File: src/rtl/screen_region_flasher_pkg.sv
// Shared defaults, FSM encoding and pixel-address helper for the framebuffer-to-VGA streamer.
package screen_region_flasher_pkg;

  localparam int SCR_WIDTH_DEF    = 160;
  localparam int SCR_HEIGHT_DEF   = 120;
  localparam int COLOR_SIZE_DEF   = 3;
  localparam int MEMORY_SIZE_BITS = 15;

  typedef enum logic [1:0] {
    ST_IDLE  = 2'd0,
    ST_SCAN  = 2'd1,
    ST_DRAIN = 2'd2,
    ST_DONE  = 2'd3
  } state_e;

  function automatic logic [31:0] coord_to_offset(input logic [31:0] x,
                                                  input logic [31:0] y,
                                                  input logic [31:0] width);
    return y * width + x;
  endfunction

endpackage

File: src/rtl/screen_region_flasher_raster_window_counter.sv
// Clipped raster stepper: load latches a window, step walks it x-major; last_o flags the final pixel.
// empty_o is combinational from the window inputs so the start edge can skip straight to draining.
module raster_window_counter
  import screen_region_flasher_pkg::*;
#(
  parameter int SCR_WIDTH  = SCR_WIDTH_DEF,
  parameter int SCR_HEIGHT = SCR_HEIGHT_DEF,
  parameter int X_BITS     = 8,
  parameter int Y_BITS     = 7
) (
  input  logic              clk_i,
  input  logic              rst_ni,
  input  logic              load_i,
  input  logic              step_i,
  input  logic [X_BITS-1:0] win_x0_i,
  input  logic [X_BITS-1:0] win_w_i,
  input  logic [Y_BITS-1:0] win_y0_i,
  input  logic [Y_BITS-1:0] win_h_i,
  output logic [X_BITS-1:0] x_o,
  output logic [Y_BITS-1:0] y_o,
  output logic              last_o,
  output logic              empty_o
);

  localparam logic [X_BITS:0] X_LIM = (X_BITS+1)'(SCR_WIDTH);
  localparam logic [Y_BITS:0] Y_LIM = (Y_BITS+1)'(SCR_HEIGHT);

  logic [X_BITS:0]   x_sum, x_end;
  logic [Y_BITS:0]   y_sum, y_end;
  logic [X_BITS-1:0] x_q, x0_q, x_last_q;
  logic [Y_BITS-1:0] y_q, y_last_q;

  // One extra bit so origin+size never wraps before clipping.
  assign x_sum = {1'b0, win_x0_i} + {1'b0, win_w_i};
  assign y_sum = {1'b0, win_y0_i} + {1'b0, win_h_i};
  assign x_end = (x_sum > X_LIM) ? X_LIM : x_sum;
  assign y_end = (y_sum > Y_LIM) ? Y_LIM : y_sum;

  assign empty_o = (win_w_i == '0) || (win_h_i == '0) ||
                   ({1'b0, win_x0_i} >= X_LIM) || ({1'b0, win_y0_i} >= Y_LIM);
  assign last_o  = (x_q == x_last_q) && (y_q == y_last_q);
  assign x_o     = x_q;
  assign y_o     = y_q;

  always_ff @(posedge clk_i) begin
    if (!rst_ni) begin
      x_q      <= '0;
      x0_q     <= '0;
      x_last_q <= '0;
      y_q      <= '0;
      y_last_q <= '0;
    end else if (load_i) begin
      x_q      <= win_x0_i;
      x0_q     <= win_x0_i;
      y_q      <= win_y0_i;
      x_last_q <= X_BITS'(x_end - (X_BITS+1)'(1));
      y_last_q <= Y_BITS'(y_end - (Y_BITS+1)'(1));
    end else if (step_i) begin
      if (x_q == x_last_q) begin
        x_q <= x0_q;
        y_q <= y_q + Y_BITS'(1);
      end else begin
        x_q <= x_q + X_BITS'(1);
      end
    end
  end

endmodule

File: src/rtl/screen_region_flasher.sv
// Streams a clipped framebuffer window to vga_adapter, one pixel per clock; pixel plotted READ_LATENCY+1
// cycles after its address. Completion is held on out_cont_signal until next_fin_signal consumes it.
module screen_region_flasher
  import screen_region_flasher_pkg::*;
#(
  parameter int SCR_WIDTH    = SCR_WIDTH_DEF,
  parameter int SCR_HEIGHT   = SCR_HEIGHT_DEF,
  parameter int X_BITS       = 8,
  parameter int Y_BITS       = 7,
  parameter int COLOR_SIZE   = COLOR_SIZE_DEF,
  parameter int ADDR_BITS    = MEMORY_SIZE_BITS,
  parameter int READ_LATENCY = 1
) (
  input  logic                  Clck,
  input  logic                  Reset,
  input  logic                  in_cont_signal,
  input  logic                  next_fin_signal,
  input  logic [X_BITS-1:0]     win_x0,
  input  logic [Y_BITS-1:0]     win_y0,
  input  logic [X_BITS-1:0]     win_w,
  input  logic [Y_BITS-1:0]     win_h,
  input  logic                  key_en,
  input  logic [COLOR_SIZE-1:0] key_colour,
  output logic [ADDR_BITS-1:0]  read_addr,
  input  logic [COLOR_SIZE-1:0] read_data,
  output logic [X_BITS-1:0]     x_co,
  output logic [Y_BITS-1:0]     y_co,
  output logic [COLOR_SIZE-1:0] colour,
  output logic                  plot,
  output logic                  busy,
  output logic                  out_cont_signal
);

  localparam int             RL         = READ_LATENCY;
  localparam logic [2:0]     DRAIN_LAST = 3'(RL + 1);

  state_e                state_q;
  logic [2:0]            drain_q;
  logic                  key_en_q;
  logic [COLOR_SIZE-1:0] key_col_q;
  logic [ADDR_BITS-1:0]  read_addr_q;
  logic [X_BITS-1:0]     x_co_q;
  logic [Y_BITS-1:0]     y_co_q;
  logic [COLOR_SIZE-1:0] colour_q;
  logic                  plot_q, busy_q, out_cont_q;

  // Stage 0 travels with read_addr_q; stage RL lines up with read_data.
  logic                  pipe_vld_q [0:RL];
  logic [X_BITS-1:0]     pipe_x_q   [0:RL];
  logic [Y_BITS-1:0]     pipe_y_q   [0:RL];

  logic [X_BITS-1:0]     cnt_x;
  logic [Y_BITS-1:0]     cnt_y;
  logic                  cnt_last, cnt_empty, cnt_load, cnt_step, key_hit;

  assign cnt_load = (state_q == ST_IDLE) && in_cont_signal;
  assign cnt_step = (state_q == ST_SCAN);
  assign key_hit  = key_en_q && (read_data == key_col_q);

  raster_window_counter #(
    .SCR_WIDTH (SCR_WIDTH),
    .SCR_HEIGHT(SCR_HEIGHT),
    .X_BITS    (X_BITS),
    .Y_BITS    (Y_BITS)
  ) u_cnt (
    .clk_i   (Clck),
    .rst_ni  (Reset),
    .load_i  (cnt_load),
    .step_i  (cnt_step),
    .win_x0_i(win_x0),
    .win_w_i (win_w),
    .win_y0_i(win_y0),
    .win_h_i (win_h),
    .x_o     (cnt_x),
    .y_o     (cnt_y),
    .last_o  (cnt_last),
    .empty_o (cnt_empty)
  );

  always_ff @(posedge Clck) begin
    if (!Reset) begin
      state_q     <= ST_IDLE;
      drain_q     <= '0;
      key_en_q    <= 1'b0;
      key_col_q   <= '0;
      read_addr_q <= '0;
      x_co_q      <= '0;
      y_co_q      <= '0;
      colour_q    <= '0;
      plot_q      <= 1'b0;
      busy_q      <= 1'b0;
      out_cont_q  <= 1'b0;
      for (int i = 0; i <= RL; i++) begin
        pipe_vld_q[i] <= 1'b0;
        pipe_x_q[i]   <= '0;
        pipe_y_q[i]   <= '0;
      end
    end else begin
      pipe_vld_q[0] <= (state_q == ST_SCAN);
      pipe_x_q[0]   <= cnt_x;
      pipe_y_q[0]   <= cnt_y;
      for (int i = 1; i <= RL; i++) begin
        pipe_vld_q[i] <= pipe_vld_q[i-1];
        pipe_x_q[i]   <= pipe_x_q[i-1];
        pipe_y_q[i]   <= pipe_y_q[i-1];
      end

      plot_q <= pipe_vld_q[RL] && !key_hit;
      if (pipe_vld_q[RL]) begin
        x_co_q   <= pipe_x_q[RL];
        y_co_q   <= pipe_y_q[RL];
        colour_q <= read_data;
      end

      case (state_q)
        ST_IDLE: begin
          if (in_cont_signal) begin
            key_en_q  <= key_en;
            key_col_q <= key_colour;
            busy_q    <= 1'b1;
            drain_q   <= '0;
            state_q   <= cnt_empty ? ST_DRAIN : ST_SCAN;
          end
        end
        ST_SCAN: begin
          read_addr_q <= ADDR_BITS'(coord_to_offset(32'(cnt_x), 32'(cnt_y), 32'(SCR_WIDTH)));
          if (cnt_last) begin
            state_q <= ST_DRAIN;
            drain_q <= '0;
          end
        end
        ST_DRAIN: begin
          // Counts through the final address register stage plus the read pipeline.
          if (drain_q == DRAIN_LAST) begin
            state_q    <= ST_DONE;
            busy_q     <= 1'b0;
            out_cont_q <= 1'b1;
          end else begin
            drain_q <= drain_q + 3'd1;
          end
        end
        ST_DONE: begin
          if (next_fin_signal) begin
            out_cont_q <= 1'b0;
            state_q    <= ST_IDLE;
          end
        end
        default: state_q <= ST_IDLE;
      endcase
    end
  end

  assign read_addr       = read_addr_q;
  assign x_co            = x_co_q;
  assign y_co            = y_co_q;
  assign colour          = colour_q;
  assign plot            = plot_q;
  assign busy            = busy_q;
  assign out_cont_signal = out_cont_q;

endmodule

File: config.mk
export PLATFORM = sky130hd
export DESIGN_NAME = screen_region_flasher
export DESIGN_NICKNAME = d
export VERILOG_FILES = /design/src/rtl/screen_region_flasher_pkg.sv /design/src/rtl/screen_region_flasher_raster_window_counter.sv /design/src/rtl/screen_region_flasher.sv
export SDC_FILE = /design/constraint.sdc
export NUM_CORES = 1
export LEC_CHECK = 0
export BUFFER_PORTS_ARGS = -buffer_cell sky130_fd_sc_hd__buf_2
export CORE_MARGIN = 2
export CORE_UTILIZATION = 58
export CTS_CLUSTER_DIAMETER = 120
export DETAILED_ROUTE_END_ITERATION = 7
export GPL_ROUTABILITY_DRIVEN = 0
export PLACE_DENSITY = 0.8
export SKIP_CTS_REPAIR_TIMING = 1
export SLEW_MARGIN = 20
export SYNTH_ARGS = -nofsm -noshare
export SYNTH_HDL_FRONTEND = slang
export SYNTH_SLANG_ARGS = --single-unit
File: constraint.sdc
create_clock -name Clck -period 3.8 [get_ports Clck]
set_input_delay 0.38 -clock Clck [delete_from_list [all_inputs] [get_ports Clck]]
set_output_delay 0.38 -clock Clck [all_outputs]
set_load 0.02 [all_outputs]
==> results of run 1 <==
[path summary, 6_finish.rpt]
path         cells past startpoint        endpoint  slack (ns)
min reg2reg                      1  pipe_y_q[1][4]        0.43
max                              9   read_addr[14]        0.78
max reg2reg                      9   read_addr[14]        0.78
min                              3        key_en_q         0.1
[per-layer routing]
layer	GRT usage	routed length (um)	vias to the layer above
met4	0.123	433	0
met5	0	0	-
met3	0.0594	737	31
li1	-	-	2515
met1	0.311	6050	2375
met2	0.432	6790	143
[per-stage QoR]
step / area, sq um / instances / util
3_3_place_gp: 6500 / 866 / 0.638
3_5_place_dp: 6500 / 866 / 0.639
4_1_cts: 7110 / 898 / 0.698
6_report: 7110 / 898 / 0.698
5_1_grt: 7110 / 898 / 0.698
2_1_floorplan: 5990 / 673 / -
[layout by cell type, fill, tap and decap left out, types with 5 or more instances in the layout]
master / instances
dfxtp_1: 115
buf_2: 76
nor2_1: 66
nand2_1: 52
a21oi_1: 49
mux2i_1: 39
ha_1: 39
o21ai_0: 35
xnor2_1: 32
and2_1: 32
inv_1: 28
clkbuf_16: 16
nand3_1: 14
a211oi_1: 13
xor2_1: 11
buf_4: 11
nor4_1: 10
and3_1: 9
nand2b_1: 9
nand4_1: 6
a31oi_1: 6
nor2b_1: 6
clkinvlp_4: 5
[registers in the layout (all words and copies together), names as in the netlist, 8 cells and up]
signal          cells
pipe_x_q           16
pipe_y_q           14
read_addr          15
u_cnt.x0_q          8
u_cnt.x_last_q      8
u_cnt.x_o           8
x_co                8
[final cells by class]
class                   instances  area share
clock buffers                  20      0.0627
clock inverters                12      0.0218
inverters                      29      0.0153
multi-input cells             499       0.487
flip-flops and latches        115       0.324
well taps                     136      0.0239
repair buffers                 87      0.0652
[critical path, delay by kind of cell (launching register included)]
family                   cells  cell delay [ns]
flip-flops                   1             0.52
AO/OA/AOI/OAI                1             0.16
buffers and inverters        1             0.08
AND/OR/NAND/NOR              4             1.22
adder cells (fa/ha/maj)      3             0.97
[kinds of logic (layout without fill, tap and decap cells)]
family | after synthesis | count (layout) | share of synthesized area
adder cells (fa/ha/maj) | 43 | 43 | 0.0949
multiplexers | 39 | 39 | 0.0652
buffers and inverters | 59 | 148 | 0.0378
XOR/XNOR | 44 | 44 | 0.0656
AND/OR/NAND/NOR | 225 | 225 | 0.189
AO/OA/AOI/OAI | 148 | 148 | 0.163
flip-flops | 115 | 115 | 0.385
[power breakdown]
group | switching, W | internal [W]
sequential | 0.000173 | 0.00143
combinational | 0.000941 | 0.000656
clock | 0.000556 | 0.00103
==> flow_summary.ini, run 1 <==
[timing]
final.min_clock_period_ns = 3.02
setup_viol = 0
finalSetupTns_ns = 0
hold-worst-slack_ns = 0.0973
fin_skew_ns = 0.00860
max_slew_margin = 0.300
final_max_slew_viol_count = 0
finalHoldViolCount = 0
worstMarginPinSlew_ns = 1.05
rsz0062_at_grt = no
min_period_over_period = 0.794
fin_ws_ns = 0.784
max_freq_mhz = 332

[cts]
cts_tree = built
numCtsBuffers = 17
clkTransAtPathRegs_ns = 0.06
cts.htree.levels = 4
cts_sinks = 115
clock_latency_ns = 0.52
cts-root-buf = clkbuf_8
clk_path_buf_depth = 2

[setup_path]
crit_start = u_cnt.y_o[1]
worst-path-max-fanout = 7
cp-start-kind = register
crit_slowest_cell = dfxtp_1
worstPathCellList = ha_1 -> ha_1 -> inv_1 -> fa_1 -> nor3b_1 -> nand2_1 -> or2_2 -> or4b_1 -> a31oi_1
worstReg2RegStart = u_cnt.y_o[1]
worstSetupPathType = reg -> reg
crit_top_cell = ha_1
crit_required_ns = 4.25
arrival_ns = 3.47
critical_path.max_stage_delay_ns = 0.52
end_kind = register

[finish]
finalNetCount = 833
register_area_sq_um = 2300
n_fill_cell = 785
syn_to_final_growth_pct = 18.7
multi_input_area_sq_um = 3460
antenna_cells = 0
drive_above_1_share = 0.181

[power_and_ir_drop]
p_total_w = 0.00478
leakage_nw = 2.96
power.density_nw_per_um2 = 673
vdd_drop_max_mv = 0.378

[drt]
routedWlPerCell_um = 15.6
dr.pass1.iters = 5
via_per_inst = 5.64
vias = 5064
drt-total-wl_mm = 14.0
dr.first_iter.drc_count = 376
ant_nets = 0
drc = 0

[synth]
synth_top_area_frac = 0.385
synthesis.nets = 757
syn-cell-area_sq_um = 5990
syn_avg_cell_area_sq_um = 8.90
synth_area_leaders = dfxtp_1, ha_1, mux2i_1
synth_cell_types = 68
postSynthCellCount = 673
synth_common_cells = dfxtp_1, nor2_1, nand2_1, a21oi_1
yosys.area.top_type = dfxtp_1
async_flop_share = 0
synth_ff_type = dfxtp_1
yosysSeqAreaShare = 0.385
ys_ff_latch = 115
ys_warn_count = 0
synth.most_common_cell = dfxtp_1
synth_edf_count = 0

[floorplan]
core_region_area_sq_um = 10200
row_count = 37
die_h_um = 106
dieArea_sq_um = 11200
initial_core_util = 0.588
boundaryPins = 77
die_width_um = 106

[global_routing]
overflow = 0
grt_pass1_wl_mm = 22.9
grt_start_max_net_pins = 51
antenna_found_initial = 0
grt_usage = 0.257
first_global_vias = 4918

[place]
place_hpwl_mm = 9.88
port_buffers = 76
dp_slack_ns = 0.384

[min_path]
hp-class = in -> reg
hp-start = key_en

[run]
maxCapViolCount = 0

[run_status]
status = finished, final reports clean
Note: power is estimated with default switching activity, not from simulation.
==> inputs of run 2 (changes only) <==
- CORE_UTILIZATION: 58 -> 53
- PLACE_DENSITY: 0.8 -> 0.77
- clock period: 3.8 -> 2.7 ns (I/O delays scaled with it)
==> run 2 against run 1 <==
  * Register-to-register slack got worse by 0.78 ns
  * Global-route usage grew 1.1 points
  * Utilization rose by 0.16 points
  * Fmax increased by 12%
  * Routed wire length rose by 17%
  * Combinational power increased by 68%
  * Critical path depth stayed put
  * Largest power group is now combinational logic
==> flow_summary.ini, run 2 (synthesis gave the netlist of run 1 again) <==
[floorplan]
core_region_area_sq_um = 10900
die_width_um = 110
die_h_um = 110
initial_core_util = 0.547
boundaryPins = 77
row_count = 38
dieArea_sq_um = 12200

[power_and_ir_drop]
p_sw_frac = 0.357
vdd_drop_max_mv = 0.503
power.share.clock = 0.323
switching_power_w = 0.00259
p_total_w = 0.00726
p_comb_frac = 0.371
leakage_nw = 3.25
power.density_nw_per_um2 = 950
power.internal_w = 0.00467
p_seq_frac = 0.306

[finish]
drive_above_1_share = 0.257
register_area_sq_um = 2300
syn_to_final_growth_pct = 27.7
top_register = pipe_x_q
final_common_cell = dfxtp_1
antenna_cells = 0
layout_common_cells = dfxtp_1, buf_2, nor2_1, buf_4, nand2_1
finalNonFillerCells = 949
final_area_sq_um = 7650
finish.utilization = 0.699
n_fill_cell = 833
largest_reg_flops = 16
finalNetCount = 880
multi_input_area_sq_um = 3590

[place]
place_hpwl_mm = 11.1
placedInstanceArea_sq_um = 6880
port_buffers = 76
dp.cells = 912
dp_slack_ns = -0.288

[cts]
clock_latency_ns = 0.42
cts.htree.levels = 4
clkTransAtPathRegs_ns = 0.05
cts-root-buf = clkbuf_16
cts_tree = built
cts_sinks = 115
clk_path_buf_depth = 2
numCtsBuffers = 17

[setup_path]
arrival_ns = 3.03
crit_start = u_cnt.y_o[2]
crit_family = compound AO/OA/AOI/OAI gates
worst-path-max-fanout = 3
end_kind = register
crit_slowest_cell = or4b_1
crit_top_cell = ha_1
path_buf_inv = 0
cp-start-kind = register
crit_required_ns = 3.04
worstPathCellList = ha_1 -> ha_1 -> a21o_1 -> a21oi_2 -> o21bai_1 -> a21oi_1 -> xnor2_1 -> or4b_1 -> a31oi_1
critical_path.max_stage_delay_ns = 0.48
worstSetupPathType = reg -> reg
worstReg2RegStart = u_cnt.y_o[2]

[global_routing]
grt_usage = 0.268
gr-usage-met2 = 0.463
grt_start_max_net_pins = 50
antenna_found_initial = 0
overflow = 0
use_met1 = 0.324
first_global_vias = 5179
met3_usage = 0.0617
busiest_layer = met2
grt_pass1_wl_mm = 25.0

[drt]
drt-total-wl_mm = 16.4
routedWlPerCell_um = 17.2
vias = 5447
ant_nets = 0
drc = 0
dr.first_iter.drc_count = 459
dr.pass1.iters = 5
via_per_inst = 5.74

[timing]
final_max_slew_viol_count = 0
max_slew_margin = 0.496
fin_skew_ns = 0.00650
worstMarginPinSlew_ns = 0.755
fin_ws_ns = 0.00864
setup_viol = 0
finalHoldViolCount = 0
min_period_over_period = 0.997
final.min_clock_period_ns = 2.69
max_freq_mhz = 372

[run]
maxCapViolCount = 0

[min_path]
hp-class = in -> reg
hp-start = key_colour[2]

[run_status]
status = finished, final reports clean
==> run 2: worst reg2reg max path: cells and delay by family (launching register included) <==
kind / cells / cell delay, ns
compound gates: 5 / 0.91
xor+xnor: 1 / 0.23
simple gates: 1 / 0.48
fa+ha+maj: 2 / 0.58
flops: 1 / 0.41
==> run 2: power by group through the flow <==
stage | Combinational, W | Clock, W | Sequential [W]
floorplan | 0.00159 | 0 | 0.00232
global placement | 0.00241 | 0 | 0.00222
detailed placement | 0.00249 | 0 | 0.00224
CTS | 0.00253 | 0.00236 | 0.00221
global route | 0.00292 | 0.00245 | 0.00225
finish | 0.00269 | 0.00235 | 0.00222
==> run 2: area by class of cell <==
| type | count | share of cell area |
|---|---|---|
| multi-input cells | 499 | 0.470 |
| repair buffers | 134 | 0.110 |
| clock buffers | 19 | 0.0592 |
| well taps | 140 | 0.0229 |
| inverters | 29 | 0.0142 |
| flip-flops and latches | 115 | 0.301 |
| clock inverters | 13 | 0.0227 |
==> run 2: through the flow <==
stage               hold WS, ns  TNS (ns)
floorplan                 0.406  -0.00762
global placement          0.409    -0.226
detailed placement        0.416    -0.957
CTS                      0.0885    -0.131
global route             0.0957    -0.167
finish                    0.101         0
==> run 2: path summary, 6_finish.rpt <==
| check | end | slack [ns] | cells after the start |
|---|---|---|---|
| worst max-delay path | read_addr[14] | 0.009 | 9 |
| worst min-delay path | key_col_q[2] | 0.10 | 3 |
| worst max register to register | read_addr[14] | 0.009 | 9 |
| worst min register to register | pipe_y_q[1][3] | 0.43 | 1 |
==> run 2: per-layer routing <==
metal  up-vias  wire, um
met5         -         0
met4         0       421
met3        38       983
met2       232      8360
met1      2577      6590
li1       2600         -
==> inputs of run 3 (changes only) <==
- CORE_UTILIZATION: 53 -> 40
- PLACE_DENSITY: 0.77 -> not set
- SYNTH_HIERARCHICAL: not set -> 1
==> run 3 against run 2 <==
  * Worst hold slack got worse by 0.024 ns
  * Clock skew is essentially flat
  * Die area rose by 30%
  * Largest power group unchanged
  * Area after synthesis fell by 0.82%
  * Critical path type is now in -> reg
  * Largest cell class unchanged
  * Critical endpoint is now u_cnt/y_last_q[6]
  * Cell area shrank 1.4%
==> flow_summary.ini, run 3 <==
[power_and_ir_drop]
vdd_drop_max_mv = 0.438
p_seq_frac = 0.337
power.density_nw_per_um2 = 850
switching_power_w = 0.00218
leakage_nw = 3.23
p_total_w = 0.00641
p_comb_frac = 0.351
power.share.clock = 0.312
p_sw_frac = 0.340
power.internal_w = 0.00423

[setup_path]
cp-start-kind = input pin
timing.rr.end = read_addr[11]
critPathCapture = u_cnt/y_last_q[6]
crit_required_ns = 2.98
end_kind = register
worstPathCellList = buf_6 -> ha_4 -> fa_2 -> a211oi_2 -> o21bai_1 -> a21oi_1 -> xor2_1 -> o31a_1 -> nand2_1 -> ha_2 -> or3b_4 -> nor3b_2 -> xor2_1 -> a31oi_1
arrival_ns = 2.87
reg2reg_depth = 7
worst-path-max-fanout = 4
crit_slowest_cell = or3b_4
crit_top_cell = xor2_1
r2r_slack_ns = 0.27
worstReg2RegStart = u_cnt/y_o[2]
worstSetupPathType = in -> reg
crit_start = win_h[0]
critical_path.max_stage_delay_ns = 0.38

[min_path]
hp-class = in -> reg

[cts]
cts-root-buf = clkbuf_16
cts_tree = built
numCtsBuffers = 17
cts_sinks = 115
clkTransAtPathRegs_ns = 0.05
clock_latency_ns = 0.41
cts.htree.levels = 4
clk_path_buf_depth = 2

[timing]
final_max_slew_viol_count = 0
finalHoldViolCount = 0
setup_viol = 0
max_slew_margin = 0.489
worstMarginPinSlew_ns = 0.766
max_freq_mhz = 387
fin_skew_ns = 0.00687
final.min_clock_period_ns = 2.59
min_period_over_period = 0.958
finalSetupTns_ns = 0
rsz0062_at_grt = no

[finish]
top_register = pipe_x_q
finalNonFillerCells = 982
drive_above_1_share = 0.249
syn_to_final_growth_pct = 27.0
largest_reg_flops = 16
final_common_cell = dfxtp_1
finalNetCount = 869
layout_common_cells = dfxtp_1, buf_2, buf_4, nand2_1, nor2_1
antenna_cells = 0
finish.utilization = 0.519
final_area_sq_um = 7540

[drt]
via_per_inst = 5.14
drc = 0
drt-total-wl_mm = 13.7
vias = 5043
dr.first_iter.drc_count = 244
dr.pass1.iters = 4
ant_nets = 0
routedWlPerCell_um = 13.9

[global_routing]
grt_pass1_wl_mm = 22.7
antenna_found_initial = 0
overflow = 0
grt_start_max_net_pins = 75
grt_usage = 0.175
first_global_vias = 4926

[synth]
synth_area_leaders = dfxtp_1, ha_1, mux2i_1
syn_avg_cell_area_sq_um = 9.05
postSynthCellCount = 656
synth_edf_count = 0
synth_cell_types = 69
synthesis.nets = 739
ys_warn_count = 6
synth_top_area_frac = 0.388
synth.most_common_cell = dfxtp_1
synth_common_cells = dfxtp_1, nand2_1, nor2_1, o21ai_0
yosysSeqAreaShare = 0.388
syn-cell-area_sq_um = 5940
async_flop_share = 0
synth_ff_type = dfxtp_1
yosys.area.top_type = dfxtp_1
ys_ff_latch = 115

[run_status]
status = finished, final reports clean

[floorplan]
row_count = 44
boundaryPins = 77
dieArea_sq_um = 15800
die_h_um = 126
core_region_area_sq_um = 14500
die_width_um = 126
initial_core_util = 0.409

[run]
maxCapViolCount = 0

[place]
place_hpwl_mm = 10.0
dp.cells = 948
port_buffers = 76
placedInstanceArea_sq_um = 6940
-- run 3: changes by cell type after synthesis, sizes merged, moves of 6 or more --
| cell | before | now |
|---|---|---|
| a21oi | 51 | 30 |
| nor2 | 67 | 53 |
| o21ai | 35 | 45 |
| a21boi | 0 | 7 |
| and3 | 10 | 3 |
| a31oi | 6 | 12 |
| and2 | 33 | 39 |
-- run 3: layout make-up --
type                       instances  area, sq um
clock inverter                    11         88.8
sequential                       115         2300
tap                              184          230
clock buffer                      20          447
fill                            1347         6990
multi-input combinational        492         3540
timing repair buffer             137          851
inverter                          23         86.3
-- run 3: logic make-up after synthesis --
family          after synthesis  synth area share
mux                          38            0.0643
xor+xnor                     47            0.0693
compound gates              146             0.163
simple gates                219             0.191
flops                       115             0.388
buf+inv                      49            0.0318
fa+ha+maj                    42            0.0936
-- run 3: power by group through the flow --
stage               clock, W  combinational [W]  sequential (W)
global placement           0            0.00217         0.00218
global route         0.00214            0.00251         0.00220
CTS                  0.00206            0.00224         0.00216
detailed placement         0            0.00222         0.00219
floorplan                  0            0.00147         0.00226
finish               0.00200            0.00225         0.00216
-- run 3: per-stage QoR --
stage | hold slack (ns) | setup WS (ns)
2_1_floorplan | 0.386 | -0.181
3_5_place_dp | 0.419 | -0.344
4_1_cts | 0.0558 | 0.0896
5_1_grt | 0.0803 | 0.000345
3_3_place_gp | 0.414 | -0.276
6_report | 0.0770 | 0.114
-- run 3: worst min path at each step --
| stage | startpoint | end | slack (ns) | cells past startpoint |
|---|---|---|---|---|
| 3_3_place_gp | pipe_x_q[0][0] | pipe_x_q[1][0] | 0.41 | 1 |
| 6_report | next_fin_signal | out_cont_signal | 0.08 | 2 |
| 3_5_place_dp | pipe_vld_q[0][0] | pipe_vld_q[0][1] | 0.42 | 1 |
| 5_1_grt | next_fin_signal | out_cont_signal | 0.08 | 2 |
| 4_1_cts | next_fin_signal | out_cont_signal | 0.06 | 2 |
| 2_1_floorplan | next_fin_signal | out_cont_signal | 0.39 | 1 |
-- run 3: critical path: cells and delay by family --
family | cells | cell delay [ns]
and+or+nand+nor | 3 | 0.66
AOI/OAI and AO/OA | 5 | 0.89
adders and majority gates | 3 | 0.69
buffers and inverters | 1 | 0.10
xor gates and xnor gates | 2 | 0.25
-- run 3: routing by layer --
layer  part of all wire  wire (um)  track usage  vias up
met3              0.041        563       0.0455       13
met1               0.48       6620        0.227     2337
li1                   -          -            -     2575
met2               0.46       6340        0.288      118
met5                  0          0            0        -
met4              0.010        136       0.0485        0
